--- config.mk ---
export PLATFORM = sky130hd
export DESIGN_NAME = reg_check_monitor
export DESIGN_NICKNAME = d
export VERILOG_FILES = /design/src/rtl/reg_check_pkg.sv /design/src/rtl/reg_check_table.sv /design/src/rtl/reg_check_monitor.sv
export SDC_FILE = /design/constraint.sdc
export NUM_CORES = 1
export LEC_CHECK = 0
export CAP_MARGIN = 20
export CORE_ASPECT_RATIO = 2
export CORE_UTILIZATION = 30
export CTS_CLUSTER_SIZE = 24
export DETAILED_ROUTE_END_ITERATION = 8
export PLACE_DENSITY = 0.46
export SYNTH_ARGS = -nofsm -noshare
export SYNTH_HDL_FRONTEND = slang
export SYNTH_HIERARCHICAL = 1
export SYNTH_SLANG_ARGS = --single-unit
--- constraint.sdc ---
create_clock -name clk -period 6.5 [get_ports clk]
set_clock_uncertainty 0.1 [all_clocks]
set_input_delay 0.65 -clock clk [delete_from_list [all_inputs] [get_ports clk]]
set_output_delay 0.65 -clock clk [all_outputs]
set_load 0.005 [all_outputs]
--- src/rtl/reg_check_pkg.sv ---
// Shared types and helpers for the register self-check monitor.
// Holds the FSM state encoding and the index-width helper used for port sizing.
package reg_check_pkg;

   typedef enum logic [1:0] {
      ST_IDLE = 2'd0,
      ST_RUN  = 2'd1,
      ST_SCAN = 2'd2,
      ST_DONE = 2'd3
   } state_e;

   // Width able to index n items; never below 1 so single-entry builds stay legal.
   function automatic int idx_w(input int n);
      return (n > 1) ? $clog2(n) : 1;
   endfunction

endpackage

--- src/rtl/reg_check_table.sv ---
// Expected-value table: NUM_CHECKS entries of {valid, addr, data}.
// One write port, one combinational read port; only the valid bits are reset.
module reg_check_table
   import reg_check_pkg::*;
#(
   parameter int DATA_W     = 32,
   parameter int ADDR_W     = 5,
   parameter int NUM_CHECKS = 8,
   localparam int IDX_W     = idx_w(NUM_CHECKS)
) (
   input  logic              clk,
   input  logic              rst,
   input  logic              we,
   input  logic [IDX_W-1:0]  widx,
   input  logic              wvalid,
   input  logic [ADDR_W-1:0] waddr,
   input  logic [DATA_W-1:0] wdata,
   input  logic [IDX_W-1:0]  ridx,
   output logic              rvalid,
   output logic [ADDR_W-1:0] raddr,
   output logic [DATA_W-1:0] rdata
);

   logic [NUM_CHECKS-1:0] valid_q;
   logic [ADDR_W-1:0]     addr_q [NUM_CHECKS];
   logic [DATA_W-1:0]     data_q [NUM_CHECKS];

   always_ff @(posedge clk) begin
      if (rst) begin
         valid_q <= '0;
      end else if (we) begin
         valid_q[widx] <= wvalid;
      end
   end

   always_ff @(posedge clk) begin
      if (we) begin
         addr_q[widx] <= waddr;
         data_q[widx] <= wdata;
      end
   end

   assign rvalid = valid_q[ridx];
   assign raddr  = addr_q[ridx];
   assign rdata  = data_q[ridx];

endmodule

--- src/rtl/reg_check_monitor.sv ---
// Cycle-checkpoint register self-check: runs to a programmed cycle, freezes the
// core, scans the expected table against the register file and reports results.
module reg_check_monitor
   import reg_check_pkg::*;
#(
   parameter int DATA_W     = 32,
   parameter int ADDR_W     = 5,
   parameter int NUM_CHECKS = 8,
   parameter int CYCLE_W    = 32,
   localparam int IDX_W     = idx_w(NUM_CHECKS),
   localparam int FAIL_W    = idx_w(NUM_CHECKS + 1)
) (
   input  logic               clk,
   input  logic               rst,
   input  logic               start,
   input  logic [CYCLE_W-1:0] check_cycle,
   input  logic               tbl_we,
   input  logic [IDX_W-1:0]   tbl_idx,
   input  logic               tbl_valid,
   input  logic [ADDR_W-1:0]  tbl_addr,
   input  logic [DATA_W-1:0]  tbl_data,
   output logic [ADDR_W-1:0]  rf_raddr,
   input  logic [DATA_W-1:0]  rf_rdata,
   output logic               freeze,
   output logic               busy,
   output logic               done,
   output logic               pass,
   output logic [CYCLE_W-1:0] cycle_count,
   output logic [FAIL_W-1:0]  fail_count,
   output logic [IDX_W-1:0]   first_fail_idx,
   output logic [DATA_W-1:0]  first_fail_data
);

   state_e             state_q, state_d;
   logic [CYCLE_W-1:0] cycle_q, cycle_d;
   logic [CYCLE_W-1:0] chk_q, chk_d;
   logic [IDX_W-1:0]   idx_q, idx_d;
   logic [FAIL_W-1:0]  fail_q, fail_d;
   logic [IDX_W-1:0]   ffidx_q, ffidx_d;
   logic [DATA_W-1:0]  ffdata_q, ffdata_d;

   logic               ent_valid;
   logic [ADDR_W-1:0]  ent_addr;
   logic [DATA_W-1:0]  ent_data;
   logic               idle_or_done;

   assign idle_or_done = (state_q == ST_IDLE) || (state_q == ST_DONE);

   reg_check_table #(
      .DATA_W     (DATA_W),
      .ADDR_W     (ADDR_W),
      .NUM_CHECKS (NUM_CHECKS)
   ) u_table (
      .clk    (clk),
      .rst    (rst),
      .we     (tbl_we && idle_or_done),
      .widx   (tbl_idx),
      .wvalid (tbl_valid),
      .waddr  (tbl_addr),
      .wdata  (tbl_data),
      .ridx   (idx_q),
      .rvalid (ent_valid),
      .raddr  (ent_addr),
      .rdata  (ent_data)
   );

   always_ff @(posedge clk) begin
      if (rst) begin
         state_q  <= ST_IDLE;
         cycle_q  <= '0;
         chk_q    <= '0;
         idx_q    <= '0;
         fail_q   <= '0;
         ffidx_q  <= '0;
         ffdata_q <= '0;
      end else begin
         state_q  <= state_d;
         cycle_q  <= cycle_d;
         chk_q    <= chk_d;
         idx_q    <= idx_d;
         fail_q   <= fail_d;
         ffidx_q  <= ffidx_d;
         ffdata_q <= ffdata_d;
      end
   end

   always_comb begin
      state_d  = state_q;
      cycle_d  = cycle_q;
      chk_d    = chk_q;
      idx_d    = idx_q;
      fail_d   = fail_q;
      ffidx_d  = ffidx_q;
      ffdata_d = ffdata_q;
      case (state_q)
         ST_IDLE, ST_DONE: begin
            if (start) begin
               state_d  = ST_RUN;
               chk_d    = check_cycle;
               cycle_d  = CYCLE_W'(1);
               idx_d    = '0;
               fail_d   = '0;
               ffidx_d  = '0;
               ffdata_d = '0;
            end
         end
         ST_RUN: begin
            // Checkpoints of 0 and 1 both enter SCAN on the first edge after start.
            if ((cycle_q == chk_q) || (chk_q <= CYCLE_W'(1))) begin
               state_d = ST_SCAN;
            end else begin
               cycle_d = cycle_q + CYCLE_W'(1);
            end
         end
         ST_SCAN: begin
            if (ent_valid && (rf_rdata != ent_data)) begin
               fail_d = fail_q + FAIL_W'(1);
               if (fail_q == '0) begin
                  ffidx_d  = idx_q;
                  ffdata_d = rf_rdata;
               end
            end
            if (idx_q == IDX_W'(NUM_CHECKS - 1)) begin
               state_d = ST_DONE;
            end else begin
               idx_d = idx_q + IDX_W'(1);
            end
         end
         default: state_d = ST_IDLE;
      endcase
   end

   assign rf_raddr        = (state_q == ST_SCAN) ? ent_addr : '0;
   assign freeze          = (state_q == ST_SCAN);
   assign busy            = (state_q == ST_RUN) || (state_q == ST_SCAN);
   assign done            = (state_q == ST_DONE);
   assign pass            = done && (fail_q == '0);
   assign cycle_count     = cycle_q;
   assign fail_count      = fail_q;
   assign first_fail_idx  = ffidx_q;
   assign first_fail_data = ffdata_q;

endmodule

* Yosys cells after proc, flatten, opt, wreduce, memory -nomap -nowiden *
Memory sizes are Yosys's and may differ from the RTL's. A register that Yosys moved wholly into a read port is not among the register bits.
Cells that the tools add are included.

word-level totals
  flip-flop bits (word level) = 116
  bits in writable memories = 296
  input port bits = 109
  output and inout bits = 80
  word-level logic and storage cells = 80
  memories kept = 2

operators by class
  add/subtract/negate cells = 3
  order comparisons = 4
  equal/unequal tests = 13
  muxes and demuxes = 32
  reduce and logical (&&, ||, !) cells = 18

memories
  name            depth  width  rd ports  clocked after Yosys merged registers in  wr ports  line                   RTL
  u_table.data_q  8      32     1         1                                        1         reg_check_table.sv:26  logic [DATA_W-1:0] data_q [NUM_CHECKS];
  u_table.addr_q  8      5      1         1                                        1         reg_check_table.sv:25  logic [ADDR_W-1:0] addr_q [NUM_CHECKS];

operators by type and width
  kind                   number
  $mux 32                5
  $pmux 32 s2            2
  $add 32x1->32 const B  1
  $eq 32x32->1           1
  $le 32x1->1 const B    1
  $ne 32x32->1           1
  $mux 3                 8
  $pmux 3 s2             2
  $reduce_and 3->1       4
  $bwmux 8               1
  $lt 3x4->1 const B     2
  $mux 4                 2
  $ne 2x2->1 const B     4
  $pmux 4 s2             1
  $mux 2                 3
  $ne 2x1->1 const B     3
  $pmux 2 s3             1
  $mux 5                 1
  $add 4x1->4 const B    1
  $eq 2x2->1 const B     2
  $logic_and 1x1->1      4
  $logic_not 4->1        1
  $mux 1                 4
  $reduce_and 4->1       1
  other kinds (11)       14

* Logic depth before layout (Yosys ltp) *
  depth in word-level cells = 6
  mapped depth = 13
  mapped depth without buffers = 9

* Modules after synthesis *
Netlist, hierarchy kept.

modules (own cells, without submodules)
  module             instances  cells each  area an instance (sq um)  seq. area each (sq um)
  reg_check_table    1          469         11,765.0                  9,048.7
  reg_check_monitor  1          592         5,205.0                   2,162.1

* Least setup slack after synthesis *
No wires, ideal clock.

  path kind = reg2reg
  start = register state_q[0]
  end = register u_table.valid_q[0]
  setup time = 124 ps
  data arrival time = 5,504 ps
  required time = 6,276 ps
  setup slack = 772 ps
  cell stages (with the launch flop) = 7
  buffers on the path = 0
  clock period less this slack = 5,728 ps
  path through = dfxtp_1 inv_1 ha_1 and2_1 nor4b_1 mux2i_1 nor2_1

between the ends
  longest elaborated chain between the ends = 3
  elaborated cells on any way between the ends = 4
  classes of those cells = eq/ne (1); reduce/logical (3)

ends and longest elaborated chain
  item                                           line                     RTL
  from (decl)                                    reg_check_monitor.sv:34  state_e state_q, state_d;
  from (signal assigned)                         reg_check_monitor.sv:77  state_q <= state_d;
  $eq 2x2->1 or $logic_not 2->1 (tied branches)  reg_check_monitor.sv:47  assign idle_or_done = (state_q == ST_IDLE) || (state_q == ST_DONE);
  $logic_or 1x1->1 *                             reg_check_monitor.sv:47
  $logic_and 1x1->1 *                            reg_check_monitor.sv:56  .we (tbl_we && idle_or_done),
  to (signal, indexed assignment)                reg_check_table.sv:32    valid_q[widx] <= wvalid;
  to (decl)                                      reg_check_table.sv:24    logic [NUM_CHECKS-1:0] valid_q;

Mark *: on every way between the ends. The rest lies on a longest branch, timed or not.
A chain may end at the register's enable or synchronous reset.

* Final worst setup path *
  start = register idx_q[0]
  end = register ffdata_q[18] (netlist: first_fail_data[18])

between the ends
  longest elaborated chain between the ends = 5

ends and longest elaborated chain
  item                               line                      RTL
  from (decl)                        reg_check_monitor.sv:37   logic [IDX_W-1:0] idx_q, idx_d;
  from (signal assigned)             reg_check_monitor.sv:80   idx_q <= idx_d;
  $bmux 1 s3                         reg_check_table.sv:43     assign rvalid = valid_q[ridx];
  $mux 1 (not written as such)       reg_check_table.sv:43
  $logic_and 1x1->1                  reg_check_monitor.sv:116  if (ent_valid && (rf_rdata != ent_data)) begin
  $ne 2x1->1 (no source line)        --
  $reduce_and 4->1 (no source line)  --
  to (signal assigned)               reg_check_monitor.sv:83   ffdata_q <= ffdata_d;
  to (decl)                          reg_check_monitor.sv:40   logic [DATA_W-1:0] ffdata_q, ffdata_d;

No other way between the ends. The select of a mux whose other input is x is not followed.

==> flow_metrics.tcl <==
set metrics [dict create \
    hold_path.class "flop to flop" \
    rsz0062_at_grt "false" \
    p_per_area_nw_per_um2 311 \
    finalCritPeriodShare_pct 74.4 \
    fillers 5393 \
    final_cell_mix "296 x edfxtp_1, 187 x clkdlybuf4s50_1, 113 x dfxtp_1" \
    muxShareOfSynthArea_pct 14.5 \
    drt_wl_total_mm 46.8 \
    cp-start-kind "flop" \
    io_pins 189 \
    synth-seq-cells 412 \
    vdd_ir_drop_max_uv 185 \
    grt_first_pass_wirelength_mm 68.0 \
    finalNetCount 1377 \
    vias_per_cell 4.82 \
    drtPass1Iterations 4 \
    clkTransAtPathRegs_ns 0.06 \
    path_class "flop to flop" \
    cts_setup_buffers 0 \
    area_delta_synth_final_pct 23.4 \
    initial_core_util_pct 30.3 \
    htree_levels 2 \
    drive_gt1_share_pct 17.6 \
    clockRootBuffer "clkbuf_16" \
    ys_types 55 \
    cp-startpoint "idx_q[0]" \
    tightest_slew_ns 0.947 \
    die_w_um 170 \
    synth_warnings 6 \
    drv_slew 0 \
    crit_required_ns 6.91 \
    reg2reg_from "idx_q[0]" \
    cp_max_fo 35 \
    synth-xor-area-share_pct 3.61 \
    wire_per_inst_um 22.9 \
    hold_end "first_fail_data[12]" \
    synth_area_leaders "edfxtp_1 52%, dfxtp_1 14%, mux4_2 8.8%" \
    status "finished, final reports clean" \
    cp.arrival_ns 5.25 \
    synth_edf_count 296 \
    p_leak_nw 6.88 \
    grt_pass1_vias 10400 \
    synth-async-reset-ratio_pct 0 \
    cts_made_buffers 40 \
    power_w 0.00652 \
    finalHoldViolCount 0 \
    syn_nets 1179 \
    hold_depth 1 \
    hold_start "first_fail_data[12]" \
    gp_congestion 0.769 \
    core_area_um2 56000 \
    ctsHoldBuffers 0 \
    synth_compound_area_share_pct 5.88 \
    drc_errors 0 \
    mostFrequentLayoutCell "edfxtp_1" \
    hold_slack_ns 0.385 \
    register_area_um2 11200 \
    netlist.area_leader.share_pct 52.4 \
    clock_sink_count 412 \
    ant_nets 0 \
    dp_hpwl_mm 30.9 \
    fin_setup_tns_ns 0 \
    fin_crit_ns 4.84 \
    antenna_found_initial 3 \
    synth_cells 1061 \
    die_h_um 338 \
    floorplan.rows 123 \
    num_vias 9849 \
    yosysSeqAreaShare_pct 66.1 \
    maxSlewHeadroom_pct 36.8 \
    synth_area_um2 17000 \
    r2r_slack_ns 1.66 \
    end_kind "flop" \
    grt_max_degree 54 \
    cts_max_path_buffers 3 \
    track_usage_pct 16.4 \
    yosysTopAreaCell "edfxtp_1" \
    initialDrtViolationCount 500 \
    synth_top_family_by_area "multiplexers" \
    synth_fa_ha_area_share_pct 0.664 \
    fmax_mhz 207 \
    reg2reg_to "first_fail_data[18]" \
    synth_ff_type "edfxtp_1" \
    insertion_delay_ns 0.58 \
    synthSimpleGateAreaFrac_pct 6.79 \
    multi_input_area_um2 5360 \
    ctsResizeCount 0 \
    portBuffers 188 \
    synth_area_per_cell_um2 16.0 \
    cts_tree "built" \
    die-area_um2 57600 \
    r2r_cells 10 \
    final_util_pct 37.4 \
    cap_violations 0 \
    setup_viol 0 \
    overflow 0 \
]
[registers in the layout (all words and copies together), names as in the netlist]
| name | flops |
|---|---|
| fail_count | 4 |
| cycle_count | 32 |
| u_table/data_q | 256 |
| chk_q | 32 |
| u_table/addr_q | 40 |
| first_fail_data | 32 |
| state_q | 2 |
| first_fail_idx | 3 |
| idx_q | 3 |
| u_table/valid_q | 8 |
[final cells by class]
class | instances | area share [%]
Clock buffer | 55 | 5.34
Multi-Input combinational cell | 577 | 25.6
Antenna cell | 1 | 0.0119
Timing Repair Buffer | 209 | 9.77
Clock inverter | 19 | 0.872
Sequential cell | 412 | 53.6
Inverter | 19 | 0.341
Tap cell | 750 | 4.48
[routing by layer]
metal	share of wire, %	wire length, µm	GRT usage [%]
met4	3.7	1730	6.78
met3	4.9	2300	2.85
met5	0.053	25	0
met2	54	25500	31.3
met1	37	17300	17.4
[cells by family (layout without fill, tap and decap cells)]
group | Yosys count | count (layout)
fa+ha+maj | 9 | 9
flops | 412 | 412
compound gates | 140 | 140
other cells | 0 | 1
simple gates | 229 | 229
buf+inv | 72 | 302
xor+xnor | 70 | 70
mux | 129 | 129
[cells in the mapped netlist, types with 3 or more instances]
cell type	number
and3_1	8
mux2_4	37
buf_12	5
buf_6	3
and4_1	4
o21ai_0	6
xor2_1	32
mux2i_1	14
a21oi_1	56
clkbuf_1	24
and2_1	9
clkbuf_4	3
a22o_1	37
nand4b_1	3
inv_1	19
dfxtp_1	116
a211oi_1	8
nand3_1	9
nand2b_1	5
nor2_1	41
edfxtp_1	296
nand4_1	19
a21o_1	6
mux4_1	10
nand2_1	96
mux4_2	66
a31oi_1	4
a31o_2	11
nor4_1	17
ha_1	9
a22oi_1	3
a41o_2	4
buf_2	15
and4bb_2	3
xnor2_1	38
[power by group]
group | total, W | switching, W | internal, W
registers | 0.00309 | 0.000120 | 0.00297
clock network | 0.00233 | 0.00106 | 0.00127
logic | 0.00110 | 0.000594 | 0.000509
total | 0.00652 | 0.00177 | 0.00475
[metrics by stage]
step	cell area [µm²]	instances	setup slack [ns]
2_1_floorplan	17000	1061	0.772
3_3_place_gp	19600	1967	1.60
3_5_place_dp	19600	1967	1.53
4_1_cts	20900	2041	1.53
5_1_grt	20900	2042	1.34
6_report	20900	2042	1.66
[worst max-delay path, cell delays in order, from the launching register on]
cell	delay [ns]
dfxtp_4	0.75
buf_4	0.39
mux4_2	0.54
mux2_4	0.29
xor2_1	0.14
nor4_1	0.80
nand4_1	0.27
o21ai_0	0.33
nor3_1	0.14
nor2_4	0.73
a22o_1	0.26
[how the worst max path moves through the flow]
stage,end
2_1_floorplan,u_table/valid_q[0]
3_3_place_gp,first_fail_data[21]
3_5_place_dp,first_fail_data[18]
4_1_cts,first_fail_data[18]
5_1_grt,first_fail_idx[1]
6_report,first_fail_data[18]
No activity file was read; power rests on OpenSTA's default activity.
